$ cat src/rtl/vga_timing_gen_if.sv
// Raster timing bundle between the timing generator and its consumer.
//   pixelEn, enable      : pixel tick and run/freeze, driven by the consumer side
//   column, row          : current raster count
//   hSync, vSync         : sync outputs at their configured polarity
//   displayActive        : visible-area flag, aligned with the syncs
//   lineStart/frameStart : one-clock strobes aligned with column/row
// master = the timing generator, slave = whoever drives the ticks and consumes timing.
interface vga_timing_gen_if #(
  parameter int COL_W = 10,
  parameter int ROW_W = 10
);
  logic             pixelEn;
  logic             enable;
  logic [COL_W-1:0] column;
  logic [ROW_W-1:0] row;
  logic             hSync;
  logic             vSync;
  logic             displayActive;
  logic             lineStart;
  logic             frameStart;

  modport master (
    input  pixelEn, enable,
    output column, row, hSync, vSync, displayActive, lineStart, frameStart
  );

  modport slave (
    output pixelEn, enable,
    input  column, row, hSync, vSync, displayActive, lineStart, frameStart
  );
endinterface

$ cat src/rtl/vga_timing_gen.sv
// Parametrised VGA raster timing generator on the system clock with a pixel-tick enable.
//   clk  : system clock, rising edge
//   rst  : asynchronous active-low reset
//   bus  : vga_timing_gen_if.master (pixelEn/enable in; counts, syncs, active, strobes out)
// The count advances on pixelEn & enable. hSync/vSync/displayActive lag the count by
// PIPE_DELAY pixel ticks so they line up with a colour path of the same latency.
module vga_timing_gen #(
  parameter int H_ACTIVE   = 640,
  parameter int H_FP       = 16,
  parameter int H_SYNC     = 96,
  parameter int H_BP       = 48,
  parameter int V_ACTIVE   = 480,
  parameter int V_FP       = 10,
  parameter int V_SYNC     = 2,
  parameter int V_BP       = 33,
  parameter bit H_POL      = 1'b0,
  parameter bit V_POL      = 1'b0,
  parameter int PIPE_DELAY = 1,
  parameter int COL_W      = 10,
  parameter int ROW_W      = 10
) (
  input  logic           clk,
  input  logic           rst,
  vga_timing_gen_if.master bus
);
  localparam int H_TOTAL = H_ACTIVE + H_FP + H_SYNC + H_BP;
  localparam int V_TOTAL = V_ACTIVE + V_FP + V_SYNC + V_BP;
  // A zero-delay build still needs one register so the outputs stay glitch-free.
  localparam int DEPTH   = (PIPE_DELAY == 0) ? 1 : PIPE_DELAY;

  localparam logic [COL_W-1:0] H_LAST  = COL_W'(H_TOTAL - 1);
  localparam logic [ROW_W-1:0] V_LAST  = ROW_W'(V_TOTAL - 1);
  localparam logic [COL_W-1:0] H_ACT   = COL_W'(H_ACTIVE);
  localparam logic [ROW_W-1:0] V_ACT   = ROW_W'(V_ACTIVE);
  localparam logic [COL_W-1:0] HS_BEG  = COL_W'(H_ACTIVE + H_FP);
  localparam logic [COL_W-1:0] HS_END  = COL_W'(H_ACTIVE + H_FP + H_SYNC - 1);
  localparam logic [ROW_W-1:0] VS_BEG  = ROW_W'(V_ACTIVE + V_FP);
  localparam logic [ROW_W-1:0] VS_END  = ROW_W'(V_ACTIVE + V_FP + V_SYNC - 1);

  if (H_FP < 1 || H_SYNC < 1 || H_BP < 1 || V_FP < 1 || V_SYNC < 1 || V_BP < 1 ||
      PIPE_DELAY < 0 || PIPE_DELAY > 7 ||
      H_TOTAL > (1 << COL_W) || V_TOTAL > (1 << ROW_W)) begin : g_param_chk
    $error("vga_timing_gen: illegal parameter set");
  end

  // Logical (polarity-free) timing flags; polarity is applied only at the pins.
  typedef struct packed {
    logic hs;
    logic vs;
    logic act;
  } tuple_t;

  function automatic tuple_t decode(input logic [ROW_W-1:0] r, input logic [COL_W-1:0] c);
    tuple_t t;
    t.hs  = (c >= HS_BEG) && (c <= HS_END);
    t.vs  = (r >= VS_BEG) && (r <= VS_END);
    t.act = (c < H_ACT) && (r < V_ACT);
    return t;
  endfunction

  logic [COL_W-1:0]        col_q, col_d, col_nxt;
  logic [ROW_W-1:0]        row_q, row_d, row_nxt;
  tuple_t [DEPTH-1:0]      pipe_q, pipe_d;
  tuple_t                  head;
  logic                    line_q, line_d, frame_q, frame_d;
  logic                    adv;

  always_comb begin
    adv     = bus.pixelEn & bus.enable;
    col_nxt = (col_q == H_LAST) ? '0 : col_q + COL_W'(1);
    row_nxt = row_q;
    if (col_q == H_LAST) row_nxt = (row_q == V_LAST) ? '0 : row_q + ROW_W'(1);

    col_d   = adv ? col_nxt : col_q;
    row_d   = adv ? row_nxt : row_q;
    // Strobes are raised for the cycle that shows the wrapped count, then drop.
    line_d  = adv && (col_q == H_LAST);
    frame_d = line_d && (row_q == V_LAST);

    // Zero delay registers the decode of the count about to be shown; otherwise the
    // count being left enters the shift register, giving exactly PIPE_DELAY ticks of lag.
    head   = (PIPE_DELAY == 0) ? decode(row_nxt, col_nxt) : decode(row_q, col_q);
    pipe_d = pipe_q;
    if (adv) begin
      pipe_d[0] = head;
      for (int k = 1; k < DEPTH; k++) pipe_d[k] = pipe_q[k-1];
    end
  end

  always_ff @(posedge clk or negedge rst) begin
    if (!rst) begin
      col_q   <= '0;
      row_q   <= '0;
      pipe_q  <= '0;
      line_q  <= 1'b0;
      frame_q <= 1'b0;
    end else begin
      col_q   <= col_d;
      row_q   <= row_d;
      pipe_q  <= pipe_d;
      line_q  <= line_d;
      frame_q <= frame_d;
    end
  end

  assign bus.column        = col_q;
  assign bus.row           = row_q;
  assign bus.hSync         = pipe_q[DEPTH-1].hs ? H_POL : ~H_POL;
  assign bus.vSync         = pipe_q[DEPTH-1].vs ? V_POL : ~V_POL;
  assign bus.displayActive = pipe_q[DEPTH-1].act;
  assign bus.lineStart     = line_q;
  assign bus.frameStart    = frame_q;
endmodule

$ cat src/flat_wrapper.sv
// flat-port wrapper written by rule: the top's interface ports become plain ports
module vga_timing_gen_flat 
#(
  parameter int H_ACTIVE   = 640,
  parameter int H_FP       = 16,
  parameter int H_SYNC     = 96,
  parameter int H_BP       = 48,
  parameter int V_ACTIVE   = 480,
  parameter int V_FP       = 10,
  parameter int V_SYNC     = 2,
  parameter int V_BP       = 33,
  parameter bit H_POL      = 1'b0,
  parameter bit V_POL      = 1'b0,
  parameter int PIPE_DELAY = 1,
  parameter int COL_W      = 10,
  parameter int ROW_W      = 10
)
  (clk, rst, bus_pixelEn, bus_enable, bus_column, bus_row, bus_hSync, bus_vSync, bus_displayActive, bus_lineStart, bus_frameStart);
  vga_timing_gen_if #(.COL_W(COL_W), .ROW_W(ROW_W)) bus_i ();
  input  logic clk;
  input  logic rst;
  input wire logic [$bits(bus_i.pixelEn)-1:0] bus_pixelEn;
  input wire logic [$bits(bus_i.enable)-1:0] bus_enable;
  output wire logic [$bits(bus_i.column)-1:0] bus_column;
  output wire logic [$bits(bus_i.row)-1:0] bus_row;
  output wire logic [$bits(bus_i.hSync)-1:0] bus_hSync;
  output wire logic [$bits(bus_i.vSync)-1:0] bus_vSync;
  output wire logic [$bits(bus_i.displayActive)-1:0] bus_displayActive;
  output wire logic [$bits(bus_i.lineStart)-1:0] bus_lineStart;
  output wire logic [$bits(bus_i.frameStart)-1:0] bus_frameStart;
  assign bus_i.pixelEn = bus_pixelEn;
  assign bus_i.enable = bus_enable;
  assign bus_column = bus_i.column;
  assign bus_row = bus_i.row;
  assign bus_hSync = bus_i.hSync;
  assign bus_vSync = bus_i.vSync;
  assign bus_displayActive = bus_i.displayActive;
  assign bus_lineStart = bus_i.lineStart;
  assign bus_frameStart = bus_i.frameStart;
  vga_timing_gen #(.H_ACTIVE(H_ACTIVE), .H_FP(H_FP), .H_SYNC(H_SYNC), .H_BP(H_BP), .V_ACTIVE(V_ACTIVE), .V_FP(V_FP), .V_SYNC(V_SYNC), .V_BP(V_BP), .H_POL(H_POL), .V_POL(V_POL), .PIPE_DELAY(PIPE_DELAY), .COL_W(COL_W), .ROW_W(ROW_W)) u_core (.clk(clk), .rst(rst), .bus(bus_i));
endmodule
$ cat config.mk
export PLATFORM = sky130hd
export DESIGN_NAME = vga_timing_gen_flat
export DESIGN_NICKNAME = d
export VERILOG_FILES = /design/src/rtl/vga_timing_gen_if.sv /design/src/rtl/vga_timing_gen.sv /design/src/flat_wrapper.sv
export SDC_FILE = /design/constraint.sdc
export NUM_CORES = 1
export LEC_CHECK = 0
export BUFFER_PORTS_ARGS = -buffer_cell sky130_fd_sc_hd__clkbuf_2
export CAP_MARGIN = 15
export CELL_PAD_IN_SITES_DETAIL_PLACEMENT = 0
export CELL_PAD_IN_SITES_GLOBAL_PLACEMENT = 1
export CORE_ASPECT_RATIO = 1.1
export CORE_MARGIN = 10
export CORE_UTILIZATION = 36
export DETAILED_ROUTE_END_ITERATION = 7
export MAX_ROUTING_LAYER = met4
export PLACE_DENSITY = 0.69
export SLEW_MARGIN = 30
export SYNTH_ARGS = -nofsm -noshare
export SYNTH_HDL_FRONTEND = slang
export SYNTH_SLANG_ARGS = --single-unit
$ cat constraint.sdc
create_clock -name clk -period 1.6 [get_ports clk]
set_input_delay 0.08 -clock clk [delete_from_list [all_inputs] [get_ports clk]]
set_output_delay 0.08 -clock clk [all_outputs]
set_load 0.05 [all_outputs]
; Yosys cells after proc, flatten, opt, wreduce, memory -nomap -nowiden
; Index checks and enable logic that the tools add are counted.
[totals]
wordCells = 28
inputBits = 4
out_inout_bits = 25
reg_bits = 25
[op_classes]
n_eq_ne = 2
reduce_logical = 6
mux = 4
n_lt_le_gt_ge = 6
n_bitwise = 1
add_sub_neg = 2
[op_table]
columns = op, count
row1 = $add A10 B1 Y10 const B, 2
row2 = $eq A10 B10 Y1 const B, 2
row3 = $mux W10, 2
row4 = $ge A10 B10 Y1 const B, 1
row5 = $ge A10 B9 Y1 const B, 1
row6 = $le A10 B10 Y1 const B, 1
row7 = $le A10 B9 Y1 const B, 1
row8 = $lt A10 B10 Y1 const B, 1
row9 = $lt A10 B9 Y1 const B, 1
row10 = $logic_and A1 B1 Y1, 5
row11 = $mux W1, 2
row12 = $reduce_and A2 Y1, 1
row13 = $and A1 B1 Y1, 1

; Depth between registers and ports, before layout
[depth]
ltp_word = 3
mapped_depth = 8
ltp_nobuf = 6

; Least setup slack after synthesis
; No wires, ideal clock.
[synth_path]
path_kind = reg-to-reg
start = register u_core.row_q[0] (netlist: u_core.bus.row[0])
end = register u_core.row_q[3] (netlist: u_core.bus.row[3])
arrival_time_ns = 1.878
t_required_ns = 1.524
stages_incl_launch_ff = 7
path_buffers = 0
setup_slack_ns = -0.355
setup_ns = 0.076
cell_sequence = dfrtp_1 -> inv_1 -> ha_1 -> and4bb_1 -> and3_1 -> or4_1 -> o21ai_1
[synth_via]
elab_chain_len = 2
word_cells_on_any_way = 3
[synth_rtl]
columns = element, line_no
row1 = "start, declared", vga_timing_gen.sv:62  ; logic [ROW_W-1:0] row_q, row_d, row_nxt;
row2 = "start signal, assigned", vga_timing_gen.sv:99  ; row_q <= row_d;
row3 = $add A10 B1 Y10 or $eq A10 B10 Y1 (tied branches), vga_timing_gen.sv:72  ; if (col_q == H_LAST) row_nxt = (row_q == V_LAST) ? '0 : row_q + ROW_W'(1);
row4 = $mux W10 *, vga_timing_gen.sv:72
; Mark *: on every way between the ends. The rest lies on a longest branch, timed or not.
; A chain may end at the register's enable or synchronous reset.

; Final worst setup path
[layout_path]
start = register u_core.col_q[1] (netlist: u_core.bus.column[1])
end = register u_core.row_q[3] (netlist: u_core.bus.row[3])
[layout_via]
elab_chain_len = 2
[layout_rtl]
columns = element, line_no
row1 = "start, declared", vga_timing_gen.sv:61  ; logic [COL_W-1:0] col_q, col_d, col_nxt;
row2 = "start signal, assigned", vga_timing_gen.sv:98  ; col_q <= col_d;
row3 = $eq A10 B10 Y1, vga_timing_gen.sv:72
row4 = $reduce_and A2 Y1 (no source line), -
; No other way between the ends.

==> metrics.txt <==
initial antenna violation count=0; final instance area=0.001802 mm^2; peak supply drop=0.5052 mV; Die ar.=0.006473 mm^2; Clk pin slew, worst setup/hold paths=150 ps; Final Power=1.496 mW; global-route wire length before repair=5740 um; vias in the first global route=1186; Longest Clk Path Bufs=2; Die H=83.39 um; WS Path Type=flop to flop; CP peak stage delay=540 ps; Initial Utilization=38.22%; Sw Share=38.05%; area of the mapped netlist=0.001315 mm^2; drt total wl=3445 um; Worst Path Required=1870 ps; Synth area leader=dfrtp_1; gr usage total=10.99%; DP Worst Slack=-37.94 ps; CTS tree=built; Hold Fails Final Rpt=0; sequential power share=50.1%; synth warn=0; drt wl/cell=14.85 um; via count=1129; WP buf/inv=0; Worst-Margin Slew=631.8 ps; Placed Cells=224; IO buf count=28; DR pass1 iterations=4; GR Overflow Total=0; Logic pwr share=29.6%; RSZ-0062 raised after global routing=true; worst rel slew slack=57.88%; placed instance area=0.001667 mm^2; P_sw=569.2 uW; row cnt=22; GR peak layer=met2; CTS sink cnt=25; outcome=finished clean; Seq cells post-synth=25; Leak=0.8054 nW; Crit path max-delay family=simple AND/OR/NAND/NOR gates; CP cell instances=ha_4 > and3_4 > nand4_4 > or4_4 > o21ai_2; Mapped Cells=131; crit path time final=1557 ps; fin nets=193; Synth top area share=47.57%; initial DRC count=47; Fillers=335; I/O Pins=29; Min Hold Slack=191.3 ps; core footprint=0.003441 mm^2; Hold Path Class=primary input to flop; # setup viols final=0; non-filler cells, final=232; crit start category=flop; ANT cells=0; DR DRC count=0; final setup skew=2.535 ps; H-tree levels=1; CP endpoint kind=flop; CTS Buf Count=3; DP Wirelength=2553 um; GR Util met2=16.50%; routability cong.=0.8295; root buffer cell=clkbuf_4; largest net degree at the start of global routing=26; Synth area leaders=dfrtp_1 48%, nand2_1 4.0%, ha_1 3.8%; Yosys cell types=34; maxcap violations=0; met1 GRT Util=14.34%; Pint=926.7 uW; Syn Nets=139; post-DR vias/cell=4.866; die width=77.63 um; register area share after synthesis=47.57%; critical path's slowest cell=or4_4; crit path DAT=1830 ps; P per Cell Area=830.2 mW/mm^2; Clock Latency Late Sink=330 ps; fin. max-slew vios=0; met3 Use GR=1.940%; P&R area growth vs syn=37.01%; Post-Syn Area per Cell=10.04 um^2; final setup margin=42.73 ps; crit-path max FO=4; post-route clock period utilization=97.33%; post-route ant nets=0; achievable frequency=642.2 MHz; share of total power in the clock network=20.4%; fraction of layout instances using a drive strength above 1=45.65%
## Yosys cell counts
master    instances
nor2_1            9
buf_2             1
o21ai_0           7
and3_1            3
ha_1              4
buf_6             1
a22o_1            2
and4_1            2
o21ai_1           4
nand4_4           1
a21oi_1           3
a21o_1            1
nand2_4           1
xor2_1            3
a31oi_1           3
dfrtp_1          25
a32o_1            2
or3_1             1
and4b_4           1
inv_6             1
nand3_1          10
o31ai_1           2
nor2_4            1
nor3_1            2
buf_12            1
or4_1             3
nand4b_1          1
nand2_1          14
and2_1            4
nand4_1           4
and4bb_1          1
xnor2_1           5
o41ai_1           1
inv_1             7
## sequential cells by signal, indices dropped and copies added (netlist names)
signal	count
u_core.bus.lineStart	1
u_core.bus.column	10
u_core.pipe_q	2
u_core.bus.frameStart	1
u_core.bus.displayActive	1
u_core.bus.row	10
## repair_timing
item                       CTS  global route
resized for setup            0            16
hold endpoints to repair    25             0
cloned                       0             0
pin swaps                    2             3
hold buffers                 1             0
setup buffers                2             1
setup endpoints to repair    5             7
## layer usage
layer,vias up,wire (um)
li1,580,-
met2,22,1560
met4,0,34
met1,523,1722
met5,-,0
met3,4,128
## final cells by class
class	count	area [um^2]	share of cell area (%)
multi-input cells	95	704.4	39.10
flip-flops and latches	25	639.4	35.49
repair buffers	52	334.1	18.54
well taps	48	60.06	3.333
inverters	8	37.54	2.083
clock buffers	4	26.28	1.458
## cells in the final DEF (no fill, tap or decap), types with 2 or more instances in the layout
cell type and instances:
clkbuf_2 28, buf_4 20, nand2_1 14, dfrtp_1 14, dfrtp_2 11, nand3_1 9
nor2_1 8, o21ai_0 6, inv_1 5, xnor2_1 5, and2_1 4, o21ai_1 4
nand4_1 4, xor2_1 3, clkbuf_4 3, buf_6 3, inv_2 2, and3_4 2
a22o_1 2, and4_1 2, a21oi_1 2, a32o_1 2, or4_1 2, a31oi_1 2
ha_1 2, ha_4 2
## worst min-delay path, cell delays in order
cell and delay [ps]:
clkbuf_2 90, nand2_1 220, o41ai_1 120
## kinds of logic after synthesis
logic type      count (synthesis)  share of synthesized area (%)
compound gates                 25                          11.99
xor+xnor                        8                          5.328
fa+ha+maj                       4                          3.806
simple gates                   58                          25.88
flops                          25                          47.57
buf+inv                        11                          5.424
## power by group through the flow
stage	sequential [mW]	clock, mW	combinational, mW
after global routing	0.758	0.343	0.481
after detailed placement	0.761	0	0.431
after global placement	0.757	0	0.428
after CTS	0.749	0.310	0.435
final	0.749	0.304	0.443
after floorplan	0.950	0	0.103
## metrics by stage
step / setup TNS [ps] / util [%]
6_report: 0 / 52.36
3_3_place_gp: 0 / 48.44
3_5_place_dp: -37.94 / 48.44
4_1_cts: 0 / 49.93
5_1_grt: -93.62 / 52.36
2_1_floorplan: -407.7 / -
## path summary, 6_finish.rpt
check / startpoint / end / slack, ps / depth (start not counted)
max: u_core.bus.column[1] / u_core.bus.row[3] / 40 / 5
min: bus_enable / u_core.pipe_q[1] / 190 / 3
max reg2reg: u_core.bus.column[1] / u_core.bus.row[3] / 40 / 5
min reg2reg: u_core.pipe_q[1] / u_core.pipe_q[1] / 490 / 2
max in group asynchronous: rst / u_core.bus.column[2] / 870 / 2
min in group asynchronous: rst / u_core.bus.column[6] / 280 / 2
Power figures use the tool's default switching activity.
